--- config.mk ---
export PLATFORM = sky130hd
export DESIGN_NAME = ctrl_pipe_regs
export DESIGN_NICKNAME = d
export VERILOG_FILES = /design/src/rtl/ctrl_pipe_regs_pkg.sv /design/src/rtl/ctrl_stage_reg.sv /design/src/rtl/ctrl_pipe_regs.sv
export SDC_FILE = /design/constraint.sdc
export NUM_CORES = 1
export LEC_CHECK = 0
export ABC_AREA = 1
export BUFFER_PORTS_ARGS = -buffer_cell sky130_fd_sc_hd__buf_2
export CORE_UTILIZATION = 30
export CTS_BUF_LIST = sky130_fd_sc_hd__clkbuf_4
export DETAILED_ROUTE_END_ITERATION = 10
export PLACE_DENSITY_LB_ADDON = 0.08
export SLEW_MARGIN = 10
export SYNTH_ARGS = -nofsm -noshare
export SYNTH_HDL_FRONTEND = slang
export SYNTH_SLANG_ARGS = --single-unit
--- constraint.sdc ---
create_clock -name clk -period 4.46 [get_ports clk]
set_input_delay 0.669 -clock clk [delete_from_list [all_inputs] [get_ports clk]]
set_output_delay 0.669 -clock clk [all_outputs]
set_load 0.01 [all_outputs]
--- src/rtl/ctrl_pipe_regs_pkg.sv ---
// rtl/ctrl_pipe_regs_pkg.sv - shared encodings and stage bundle layouts for the control pipeline
package ctrl_pipe_regs_pkg;

  typedef enum logic [1:0] {
    GPRSEL_RD  = 2'b00,
    GPRSEL_RT  = 2'b01,
    GPRSEL_RA  = 2'b10,
    GPRSEL_RSV = 2'b11
  } gprsel_e;

  typedef struct packed {
    logic       valid;
    logic       wreg;
    logic       m2reg;
    logic       wmem;
    logic       aluimm;
    logic       jal;
    logic [4:0] aluc;
    logic [4:0] rn;
  } idex_t;

  typedef struct packed {
    logic       valid;
    logic       wreg;
    logic       m2reg;
    logic       wmem;
    logic [4:0] rn;
  } exmem_t;

  typedef struct packed {
    logic       valid;
    logic       wreg;
    logic       m2reg;
    logic [4:0] rn;
  } memwb_t;

  localparam int IDEX_W  = $bits(idex_t);
  localparam int EXMEM_W = $bits(exmem_t);
  localparam int MEMWB_W = $bits(memwb_t);

  // A bubble is an all-zero bundle: no valid, no register or memory write.
  localparam idex_t  IDEX_BUBBLE  = '0;
  localparam exmem_t EXMEM_BUBBLE = '0;
  localparam memwb_t MEMWB_BUBBLE = '0;

endpackage

--- src/rtl/ctrl_stage_reg.sv ---
// rtl/ctrl_stage_reg.sv - one pipeline control register with load/bubble select
module ctrl_stage_reg #(
  parameter int           W      = 8,
  parameter logic [W-1:0] BUBBLE = '0
) (
  input  logic         clk,
  input  logic         rstn,
  input  logic         load,
  input  logic [W-1:0] d,
  output logic [W-1:0] q
);

  always_ff @(posedge clk or negedge rstn) begin
    if (!rstn) begin
      q <= '0;
    end else if (load) begin
      q <= d;
    end else begin
      q <= BUBBLE;
    end
  end

endmodule

--- src/rtl/ctrl_pipe_regs.sv ---
// rtl/ctrl_pipe_regs.sv - ID/EX, EX/MEM, MEM/WB control registers with dest resolve and counters
module ctrl_pipe_regs
  import ctrl_pipe_regs_pkg::*;
#(
  parameter int         CNT_W  = 32,
  parameter logic [4:0] RA_REG = 5'd31
) (
  input  logic             clk,
  input  logic             rstn,
  input  logic             id_valid,
  input  logic             nostall,
  input  logic             id_wreg,
  input  logic             id_m2reg,
  input  logic             id_wmem,
  input  logic             id_aluimm,
  input  logic             id_jal,
  input  logic [4:0]       id_aluc,
  input  logic [1:0]       id_gprsel,
  input  logic [4:0]       id_rt,
  input  logic [4:0]       id_rd,
  input  logic             cnt_clr,
  output logic             ewreg,
  output logic             em2reg,
  output logic             ewmem,
  output logic             ealuimm,
  output logic             ejal,
  output logic [4:0]       ealuc,
  output logic [4:0]       ern,
  output logic             mwreg,
  output logic             mm2reg,
  output logic             mwmem,
  output logic [4:0]       mrn,
  output logic             wwreg,
  output logic             wm2reg,
  output logic [4:0]       wrn,
  output logic [CNT_W-1:0] stall_cnt,
  output logic [CNT_W-1:0] retire_cnt
);

  logic       capture;
  logic       stall_ev;
  logic [4:0] rn_sel;
  logic       rn_ok;
  idex_t      idex_d;
  idex_t      idex_q;
  exmem_t     exmem_d;
  exmem_t     exmem_q;
  memwb_t     memwb_d;
  memwb_t     memwb_q;

  assign capture  = id_valid & nostall;
  assign stall_ev = id_valid & ~nostall;

  always_comb begin
    rn_sel = 5'd0;
    rn_ok  = 1'b1;
    case (gprsel_e'(id_gprsel))
      GPRSEL_RD: rn_sel = id_rd;
      GPRSEL_RT: rn_sel = id_rt;
      GPRSEL_RA: rn_sel = RA_REG;
      default:   rn_ok  = 1'b0;
    endcase
  end

  // r0 is never a write target, so it can never become a forwarding source.
  always_comb begin
    idex_d        = IDEX_BUBBLE;
    idex_d.valid  = 1'b1;
    idex_d.wreg   = id_wreg & rn_ok & (rn_sel != 5'd0);
    idex_d.m2reg  = id_m2reg;
    idex_d.wmem   = id_wmem;
    idex_d.aluimm = id_aluimm;
    idex_d.jal    = id_jal;
    idex_d.aluc   = id_aluc;
    idex_d.rn     = rn_sel;
  end

  always_comb begin
    exmem_d       = EXMEM_BUBBLE;
    exmem_d.valid = idex_q.valid;
    exmem_d.wreg  = idex_q.wreg;
    exmem_d.m2reg = idex_q.m2reg;
    exmem_d.wmem  = idex_q.wmem;
    exmem_d.rn    = idex_q.rn;
  end

  always_comb begin
    memwb_d       = MEMWB_BUBBLE;
    memwb_d.valid = exmem_q.valid;
    memwb_d.wreg  = exmem_q.wreg;
    memwb_d.m2reg = exmem_q.m2reg;
    memwb_d.rn    = exmem_q.rn;
  end

  ctrl_stage_reg #(.W(IDEX_W), .BUBBLE(IDEX_BUBBLE)) u_idex (
    .clk  (clk),
    .rstn (rstn),
    .load (capture),
    .d    (idex_d),
    .q    (idex_q)
  );

  // EX/MEM and MEM/WB have no backpressure and advance every cycle.
  ctrl_stage_reg #(.W(EXMEM_W), .BUBBLE(EXMEM_BUBBLE)) u_exmem (
    .clk  (clk),
    .rstn (rstn),
    .load (1'b1),
    .d    (exmem_d),
    .q    (exmem_q)
  );

  ctrl_stage_reg #(.W(MEMWB_W), .BUBBLE(MEMWB_BUBBLE)) u_memwb (
    .clk  (clk),
    .rstn (rstn),
    .load (1'b1),
    .d    (memwb_d),
    .q    (memwb_q)
  );

  assign ewreg   = idex_q.wreg;
  assign em2reg  = idex_q.m2reg;
  assign ewmem   = idex_q.wmem;
  assign ealuimm = idex_q.aluimm;
  assign ejal    = idex_q.jal;
  assign ealuc   = idex_q.aluc;
  assign ern     = idex_q.rn;
  assign mwreg   = exmem_q.wreg;
  assign mm2reg  = exmem_q.m2reg;
  assign mwmem   = exmem_q.wmem;
  assign mrn     = exmem_q.rn;
  assign wwreg   = memwb_q.wreg;
  assign wm2reg  = memwb_q.m2reg;
  assign wrn     = memwb_q.rn;

  // Saturating counters; a clear in the same cycle beats any increment.
  always_ff @(posedge clk or negedge rstn) begin
    if (!rstn) begin
      stall_cnt  <= '0;
      retire_cnt <= '0;
    end else if (cnt_clr) begin
      stall_cnt  <= '0;
      retire_cnt <= '0;
    end else begin
      if (stall_ev && (stall_cnt != '1)) begin
        stall_cnt <= stall_cnt + CNT_W'(1);
      end
      if (memwb_q.valid && (retire_cnt != '1)) begin
        retire_cnt <= retire_cnt + CNT_W'(1);
      end
    end
  end

endmodule

==> results of run 1 <==
==> per-layer routing <==
metal / vias to the layer above / track usage (%)
met5: - / 0
met3: 10 / 3.38
met2: 98 / 30.3
li1: 2648 / -
met4: 0 / 3.63
met1: 2371 / 22.5
==> synthesized netlist by cell type <==
cell type  instances
nor2_1           114
xnor2_1            8
buf_1              3
nand2_1          300
inv_2              3
or2_2              2
nor3_1             3
o21bai_1           4
a21oi_2            1
nand2_4            6
o21ai_1            5
nand3_2            1
nor2_8             2
nand3_1           66
ha_1               2
buf_6              2
a21oi_1           10
nor2_4             4
nor2_2             8
nand2_2            6
nand3b_1           3
nor3b_1            3
inv_1             68
clkbuf_1           5
and3_1             1
buf_2              1
o21ai_0           22
xor2_1            12
buf_8              1
inv_4              1
nand4_1            9
dfrtp_1           97
buf_4             24
==> worst register-to-register path: stages (launching register included) <==
cell and delay (ns):
dfrtp_1 0.44, ha_1 0.23, nand2_1 0.11, nor2_4 0.07, nand2_4 0.11, nor2_8 0.06
a21oi_2 0.65, nor2_2 0.06, buf_4 0.27, nand2_1 0.10, nand2_1 0.05
==> final timing paths <==
path / start / end / slack, ns / cells past startpoint
max reg2reg: retire_cnt[0] / retire_cnt[1] / 2.21 / 10
min reg2reg: u_idex.q[15] / u_exmem.q[8] / 0.35 / 0
max in group asynchronous: rstn / u_idex.q[9] / 3.17 / 2
min: rstn / u_memwb.q[2] / 0.26 / 1
max: retire_cnt[0] / retire_cnt[1] / 2.21 / 10
min in group clk: u_idex.q[15] / u_exmem.q[8] / 0.35 / 0
==> per-stage QoR <==
stage | std cells | hold slack (ns) | power, W
2_1_floorplan | 797 | 0.331 | 0.000987
3_3_place_gp | 1113 | 0.334 | 0.00104
3_5_place_dp | 1113 | 0.337 | 0.00104
4_1_cts | 1129 | 0.281 | 0.00154
5_1_grt | 1131 | 0.296 | 0.00158
6_report | 1131 | 0.264 | 0.00150
==> area by class of cell <==
cell class,instances,share of cell area (%)
repair buffers,123,9.70
inverters,72,4.23
well taps,229,4.44
diodes,2,0.0776
multi-input cells,592,41.8
flip-flops and latches,97,37.6
clock buffers,9,1.05
clock inverters,7,1.11
==> state kept, by name, summed over array words and instances (netlist names) <==
register / flops
u_exmem.q: 9
u_idex.q: 16
retire_cnt: 32
u_memwb.q: 8
stall_cnt: 32
==> power by group through the flow <==
stage / Sequential (W) / Combinational [W] / Clock (W)
after floorplan: 0.000920 / 0.0000672 / 0
after global placement: 0.000918 / 0.000120 / 0
after detailed placement: 0.000918 / 0.000119 / 0
after CTS: 0.000902 / 0.000119 / 0.000521
after global routing: 0.000904 / 0.000130 / 0.000547
final: 0.000901 / 0.000114 / 0.000489
==> logic make-up (layout without fill, tap and decap cells) <==
kind of cell    after synthesis  after routing  synth area share [%]
flops                        97             97                  43.0
simple gates                528            528                  40.2
xor+xnor                     20             20                  3.10
other cells                   0              2                     0
fa+ha+maj                     2              2                 0.443
buf+inv                     108            211                  9.31
compound gates               42             42                  3.97
==> flow_metrics.py, run 1 <==
metrics = {
    "routing": {
        "vias": 5127,
        "dr.pass1.iters": 8,
        "wl_mm": 16.0,
        "wl_met2_mm": 7.97,
        "final_antenna_net_count": 0,
        "routed_via_density": 4.53,
        "met1_length_mm": 7.29,
        "wl_per_cell_um": 14.2,
        "drc_errors": 4,
        "top_layer": "met4",
        "drt-initial-drc-count": 261,
        "wl_met3_um": 618,
    },
    "timing": {
        "worst_pin_slew_ns": 0.912,
        "fin_crit_sh_pct": 50.4,
        "finalWorstSetupSlack_ns": 2.21,
        "skew_ns": 0.0180,
        "rsz0062_at_grt": "no",
        "hold_viol_final": 0,
        "setup_viol": 0,
        "fmax_mhz": 445,
        "tns_ns": 0,
        "slew_viol_final": 0,
        "relSlewSlack_pct": 39.2,
        "layout_min_cycle_time_ns": 2.25,
    },
    "cts": {
        "htree_levels": 3,
        "clockRootBuffer": "clkbuf_4",
        "holdBufCountCts": 0,
        "post_cts_buffers": 0,
        "clock_latency_ns": 0.48,
        "numCtsBuffers": 9,
        "cts_sinks": 97,
        "cts_tree": "done",
        "ctsResizeCount": 0,
        "path_clk_slew_ns": 0.19,
        "clockBufferDepth": 2,
    },
    "logic_synthesis": {
        "synth_top_area_share_pct": 43.0,
        "yosysSeqAreaShare_pct": 43.0,
        "yosys.area.top_type": "dfrtp_1",
        "synth_fp_nets": 826,
        "netlist_area_sq_um": 5650,
        "synth_cell_types": 33,
        "yosys_warnings": 0,
        "syn_inst": 797,
        "ys_ff_latch": 97,
        "synth_area_leaders": "dfrtp_1 (43%), nand2_1 (20%), nor2_1 (7.6%), nand3_1 (5.8%), inv_1 (4.5%)",
        "synth_area_per_cell_sq_um": 7.08,
    },
    "placed_design": {
        "port_buffers": 120,
        "place_ws_ns": 2.11,
        "dpl.hpwl_mm": 11.6,
        "place_area_sq_um": 6310,
        "gp_congestion": 0.793,
    },
    "global_route": {
        "grt_pass1_wl_mm": 26.4,
        "grt-ovfl-total": 0,
        "antenna_found_initial": 1,
        "grt_max_degree": 70,
        "grt_pass1_vias": 4846,
        "grt_use_total_pct": 17.5,
    },
    "power": {
        "power_density_nw_per_um2": 233,
        "switching_share_pct": 29.7,
        "clock_power_share_pct": 32.5,
        "switching_power_w": 0.000447,
        "ir_worst_vdd_mv": 0.111,
        "p_seq_share_pct": 59.9,
        "internal_power_w": 0.00106,
        "p_leak_nw": 3.42,
        "power_frac_comb_pct": 7.6,
    },
    "critical_path": {
        "crit_slowest_cell": "a21oi_2",
        "crit_family": "compound AO/OA/AOI/OAI gates",
        "crit_path_cell_trace": "ha_1, nand2_1, nor2_4, nand2_4, nor2_8, a21oi_2, nor2_2, buf_4, nand2_1, nand2_1",
        "path_buf_inv": 1,
        "crit_fanout": 29,
        "critPathArrivalTime_ns": 2.64,
        "critPathMaxStageDelay_ns": 0.65,
        "cpMostUsedCell": "nand2_1",
        "start_kind": "flop",
        "cp-end-kind": "flop",
        "crit_type": "reg2reg",
        "critPathRequiredTime_ns": 4.85,
    },
    "finish": {
        "area_delta_synth_final_pct": 14.2,
        "post-route-cell-area_sq_um": 6450,
        "drive_gt1_share_pct": 19.2,
        "final_cell_mix": "nand2_1 (300), buf_2 (119), nor2_1 (114)",
        "layout.nets": 924,
        "fin_util_pct": 35.4,
        "multi_input_area_sq_um": 2690,
        "layout_commonest_cell": "nand2_1",
        "ff_latch_area_sq_um": 2430,
        "nFillCells": 2018,
    },
    "status": {
        "violations": "design-rule violations",
        "status": "complete, but fails checks",
    },
    "floorplanning": {
        "start_util_pct": 31.0,
        "die_y_um": 139,
        "core_area_sq_um": 18200,
        "die_area_sq_um": 19400,
        "io_pins": 121,
        "fp.dieW_um": 139,
        "core.rowCount": 49,
    },
    "flow_run": {
        "maxCapViolations": 0,
    },
    "hold_path": {
        "min_path_type": "in2async",
    },
}
(Power assumes the default switching activity.)
==> run 2: changes to the inputs <==
- clock period: 4.46 -> 1.9 ns (I/O delays scaled with it)
==> run 2 against run 1 <==
Effect of this change:
- the flow still finishes with violations (design-rule violations)
- clock power rose to 2.6 times the previous value
- hold slack got worse by 0.21 ns
- wire length rose by 4.3%
- global-route usage rose by 0.30 points
- via count rose by 4.6%
- count of clock-buffer cells in the layout rose by 1
- combinational power rose to 2.9 times the previous value
- cell count rose by 5.3%
- first-iteration DRC count fell by 11%
- worst setup slack got worse by 2.1 ns
- flip-flop and latch count did not move
- clock skew rose by 0.0025 ns
==> flow_metrics.py, run 2 (same netlist as run 1, synthesis figures left out) <==
metrics = {
    "status": {
        "status": "complete, but fails checks",
        "violations": "design-rule violations",
    },
    "critical_path": {
        "crit_start": "retire_cnt[0]",
        "crit_type": "reg2reg",
        "r2r-start": "retire_cnt[0]",
        "critPathRequiredTime_ns": 2.28,
        "cp-end-kind": "flop",
        "crit_slowest_cell": "dfrtp_1",
        "endpoint": "retire_cnt[29]",
        "regToRegSetupSlack_ns": 0.12,
        "start_kind": "flop",
        "crit_fanout": 12,
        "cpMostUsedCell": "nand2_1",
        "reg2reg_depth": 10,
        "r2r_end": "retire_cnt[29]",
        "critPathArrivalTime_ns": 2.15,
        "crit_path_cell_trace": "ha_1, nand2_1, nor2_4, nand2_4, nor2_8, a21oi_2, nor2_2, buf_4, nand2_1, nand2_1",
        "critPathMaxStageDelay_ns": 0.43,
    },
    "floorplanning": {
        "die_area_sq_um": 19400,
        "io_pins": 121,
        "die_y_um": 139,
        "core_area_sq_um": 18200,
        "core.rowCount": 49,
        "fp.dieW_um": 139,
        "start_util_pct": 31.0,
    },
    "power": {
        "p_seq_share_pct": 57.0,
        "power_frac_comb_pct": 9.0,
        "switching_power_w": 0.000948,
        "power_density_nw_per_um2": 526,
        "switching_share_pct": 25.5,
        "internal_power_w": 0.00276,
        "clock_power_share_pct": 34.1,
        "ir_worst_vdd_mv": 0.353,
        "p_leak_nw": 3.77,
    },
    "timing": {
        "slew_viol_final": 0,
        "setup_viol": 0,
        "rsz0062_at_grt": "yes",
        "hold_viol_final": 0,
        "worst_pin_slew_ns": 0.525,
        "fin_crit_sh_pct": 93.4,
        "fmax_mhz": 563,
        "skew_ns": 0.0205,
        "relSlewSlack_pct": 64.9,
        "layout_min_cycle_time_ns": 1.78,
    },
    "routing": {
        "vias": 5363,
        "drc_errors": 4,
        "final_antenna_net_count": 0,
        "wl_per_cell_um": 14.0,
        "routed_via_density": 4.50,
        "wl_mm": 16.7,
        "drt-initial-drc-count": 232,
        "dr.pass1.iters": 7,
    },
    "finish": {
        "post-route-cell-area_sq_um": 7060,
        "area_delta_synth_final_pct": 25.0,
        "drive_gt1_share_pct": 23.8,
        "fin_util_pct": 38.7,
        "layout_commonest_cell": "nand2_1",
        "final_cell_mix": "nand2_1 (300), buf_2 (119), nor2_1 (110)",
        "layout.nets": 986,
        "reg_top3": "retire_cnt (32), stall_cnt (32), u_idex.q (16)",
        "final_cell_count_no_fill": 1191,
    },
    "cts": {
        "path_clk_slew_ns": 0.16,
        "clock_latency_ns": 0.46,
        "clockBufferDepth": 2,
        "numCtsBuffers": 9,
        "htree_levels": 3,
        "cts_tree": "done",
        "cts_sinks": 97,
        "clockRootBuffer": "clkbuf_4",
    },
    "placed_design": {
        "gp_congestion": 0.817,
        "dpl.hpwl_mm": 12.6,
        "placed_cells": 1163,
        "port_buffers": 120,
        "place_area_sq_um": 6730,
    },
    "global_route": {
        "grt_pass1_wl_mm": 26.8,
        "grt_use_total_pct": 17.8,
        "grt_pass1_vias": 5020,
        "antenna_found_initial": 1,
        "grt-ovfl-total": 0,
        "grt_max_degree": 30,
    },
    "hold_path": {
        "min_path_type": "in2reg",
    },
    "flow_run": {
        "maxCapViolations": 0,
    },
}
-- run 2: changes by cell type in the layout (fill, tap and decap cells not counted), moves of 4 or more --
| cell | change |
|---|---|
| buf_12 | +4 |
| nor2_2 | +4 |
| nor2_1 | -4 |
| dlygate4sd3_1 | +10 |
| buf_4 | +46 |
-- run 2: power by group through the flow --
stage / Combinational [W] / Sequential, W / Clock, W
4_1_cts: 0.000332 / 0.00212 / 0.00135
5_1_grt: 0.000367 / 0.00212 / 0.00141
6_report: 0.000332 / 0.00211 / 0.00126
2_1_floorplan: 0.000158 / 0.00216 / 0
3_5_place_dp: 0.000315 / 0.00215 / 0
3_3_place_gp: 0.000315 / 0.00215 / 0
-- run 2: through the flow --
| step | setup WS (ns) | hold WS (ns) | setup TNS (ns) | total power (W) |
|---|---|---|---|---|
| 6_report | 0.125 | 0.0556 | 0 | 0.00371 |
| 5_1_grt | -0.0299 | 0.0206 | -0.170 | 0.00389 |
| 4_1_cts | 0.0752 | 0.0116 | 0 | 0.00379 |
| 3_5_place_dp | 0.0296 | 0.251 | 0 | 0.00247 |
| 3_3_place_gp | 0.0954 | 0.252 | 0 | 0.00247 |
| 2_1_floorplan | 0.216 | -0.0106 | 0 | 0.00232 |
-- run 2: critical path: cells and delay by family (launching register included) --
kind / cells / cell delay, ns
AOI/OAI and AO/OA: 1 / 0.26
adders and majority gates: 1 / 0.23
DFF: 1 / 0.43
buffers and inverters: 1 / 0.19
and+or+nand+nor: 7 / 0.57
-- run 2: per-layer routing --
metal  share of wire, %  track usage, %
met5                  0               0
met4                1.0            3.74
met3                3.6            3.52
met2                 50            31.6
met1                 46            22.2
-- run 2: repair_timing --
item / 4_1_cts / 5_1_grt
endpoints found under the hold margin: 35 / 0
resized for setup: 1 / 11
gates cloned: 0 / 1
hold buffers: 10 / 0
setup buffers: 0 / 1
endpoints found under the setup margin: 3 / 34
pin swaps: 0 / 1
-- run 2: layout make-up --
type	instances	area [sq um]
tap	229	287
timing repair buffer	184	1160
sequential	97	2430
inverter	72	283
fill	2000	11200
antenna	1	2.50
timing repair inverter	1	8.76
clock buffer	10	75.1
clock inverter	5	80.1
multi-input combinational	592	2730
-- run 2: worst min-delay path by stage --
stage | startpoint | end | depth (start not counted)
after floorplan | rstn | retire_cnt[0] | 0
after detailed placement | rstn | u_memwb.q[3] | 1
after global routing | id_wreg | u_idex.q[14] | 3
final | id_wreg | u_idex.q[14] | 3
after CTS | id_wreg | u_idex.q[14] | 3
after global placement | rstn | u_memwb.q[2] | 1
==> run 3: changes to the inputs <==
- CORE_UTILIZATION: 30 -> 29
==> run 3 against run 2 <==
Effect of this change:
- the run now ends clean
- critical endpoint is now retire_cnt[31]
- clock power shrank 9%
- maximum frequency grew 2.4%
- utilization shrank 1.5 points
- final area shrank 0.35%
- via count shrank 0.58%
- sequential power is essentially flat
- largest power group unchanged
- wire length grew 3.3%
- flip-flop and latch count is the same
- cell count grew 2.4%
==> flow_metrics.py, run 3 (same netlist as run 1, synthesis figures left out) <==
metrics = {
    "status": {
        "status": "finished, final reports clean",
    },
    "routing": {
        "wl_per_cell_um": 14.2,
        "final_antenna_net_count": 0,
        "routed_via_density": 4.37,
        "drt-initial-drc-count": 227,
        "wl_mm": 17.3,
        "drc_errors": 0,
        "dr.pass1.iters": 4,
        "vias": 5332,
    },
    "critical_path": {
        "regToRegSetupSlack_ns": 0.17,
        "endpoint": "retire_cnt[31]",
        "crit_start": "retire_cnt[1]",
        "start_kind": "flop",
        "crit_type": "reg2reg",
        "critPathArrivalTime_ns": 2.18,
        "cp-end-kind": "flop",
        "reg2reg_depth": 10,
        "crit_fanout": 30,
        "critPathRequiredTime_ns": 2.35,
        "r2r_end": "retire_cnt[31]",
        "r2r-start": "retire_cnt[1]",
    },
    "power": {
        "ir_worst_vdd_mv": 0.253,
        "p_total_w": 0.00360,
        "power_density_nw_per_um2": 511,
        "p_leak_nw": 3.73,
    },
    "finish": {
        "area_delta_synth_final_pct": 24.5,
        "nFillCells": 2112,
        "reg_top3": "retire_cnt (32), stall_cnt (32), u_idex.q (16)",
        "drive_gt1_share_pct": 23.5,
        "post-route-cell-area_sq_um": 7030,
        "layout.nets": 983,
        "layout_commonest_cell": "nand2_1",
        "final_cell_mix": "nand2_1 (300), buf_2 (119), nor2_1 (111)",
    },
    "timing": {
        "slew_viol_final": 0,
        "hold_viol_final": 0,
        "rsz0062_at_grt": "yes",
        "skew_ns": 0.00660,
        "worst_pin_slew_ns": 0.530,
        "fmax_mhz": 577,
        "fin_crit_sh_pct": 91.2,
        "relSlewSlack_pct": 64.6,
        "setup_viol": 0,
        "layout_min_cycle_time_ns": 1.73,
    },
    "cts": {
        "clockBufferDepth": 2,
        "clockRootBuffer": "clkbuf_4",
        "cts_tree": "done",
        "path_clk_slew_ns": 0.18,
        "cts_sinks": 97,
        "clock_latency_ns": 0.49,
        "htree_levels": 3,
        "numCtsBuffers": 9,
    },
    "global_route": {
        "grt_pass1_wl_mm": 27.8,
        "antenna_found_initial": 1,
        "grt_max_degree": 36,
        "grt_pass1_vias": 5198,
        "grt-ovfl-total": 0,
        "grt_use_total_pct": 18.1,
    },
    "placed_design": {
        "place_area_sq_um": 6750,
        "gp_congestion": 0.803,
        "dpl.hpwl_mm": 12.9,
        "port_buffers": 120,
    },
    "floorplanning": {
        "start_util_pct": 29.9,
        "core_area_sq_um": 18900,
        "fp.dieW_um": 142,
        "die_y_um": 142,
        "core.rowCount": 50,
        "die_area_sq_um": 20000,
        "io_pins": 121,
    },
    "flow_run": {
        "maxCapViolations": 0,
    },
    "hold_path": {
        "min_path_type": "in2reg",
    },
}
run 3: worst min-delay path by stage:
stage	cells past startpoint	from	endpoint	slack, ns
detailed placement	1	rstn	u_memwb.q[3]	0.28
finish	3	id_rd[4]	u_idex.q[4]	0.11
global route	3	id_rd[1]	u_idex.q[1]	0.08
floorplan	0	rstn	retire_cnt[0]	-0.01
global placement	1	rstn	u_memwb.q[3]	0.29
CTS	3	id_rd[1]	u_idex.q[1]	0.07
run 3: final cells by class:
type	instances	area, sq um	share of cell area [%]
Tap cell	260	325	4.63
Sequential cell	97	2430	34.5
Multi-Input combinational cell	592	2720	38.7
Clock inverter	7	61.3	0.872
Timing Repair Buffer	182	1150	16.3
Clock buffer	9	67.6	0.961
Antenna cell	1	2.50	0.0356
Inverter	72	275	3.92
run 3: routing by layer:
metal / GRT usage, % / routed length [um] / vias to the layer above
met5: 0 / 0 / -
met2: 31.6 / 8530 / 86
met1: 23.1 / 8110 / 2462
met4: 4.81 / 182 / 0
met3: 2.77 / 464 / 14
li1: - / - / 2770
run 3: power breakdown:
group	leakage, nW	internal, W	switching (W)	total (W)
combinational	2.33	0.000113	0.000214	0.000327
sequential	1.33	0.00210	0.0000153	0.00212
clock	0.0724	0.000299	0.000855	0.00115
total	3.73	0.00251	0.00108	0.00360
run 3: what timing repair did:
action	CTS	global route
endpoints found under the hold margin	40	0
endpoints found under the setup margin	0	27
setup buffers	0	1
resized for setup	0	9
hold buffers	11	0
run 3: critical path, stage by stage (launching register included):
cell and delay (ns):
dfrtp_1 0.42, ha_1 0.19, nand2_1 0.10, nor2_4 0.13, nand2_4 0.10, nor2_8 0.17, a21oi_2 0.09, nor2_2 0.13
buf_12 0.20, nand2_1 0.07, nand2_1 0.07
run 3: per-stage QoR:
stage	util (%)	TNS [ns]	hold WS [ns]	worst slack, ns	instances
floorplan	-	0	-0.0106	0.216	797
global placement	35.7	0	0.285	0.0788	1191
detailed placement	35.7	0	0.285	0.0303	1191
CTS	37.0	0	0.0682	0.00199	1218
global route	37.2	-0.000721	0.0783	-0.000721	1220
finish	37.2	0	0.106	0.167	1220
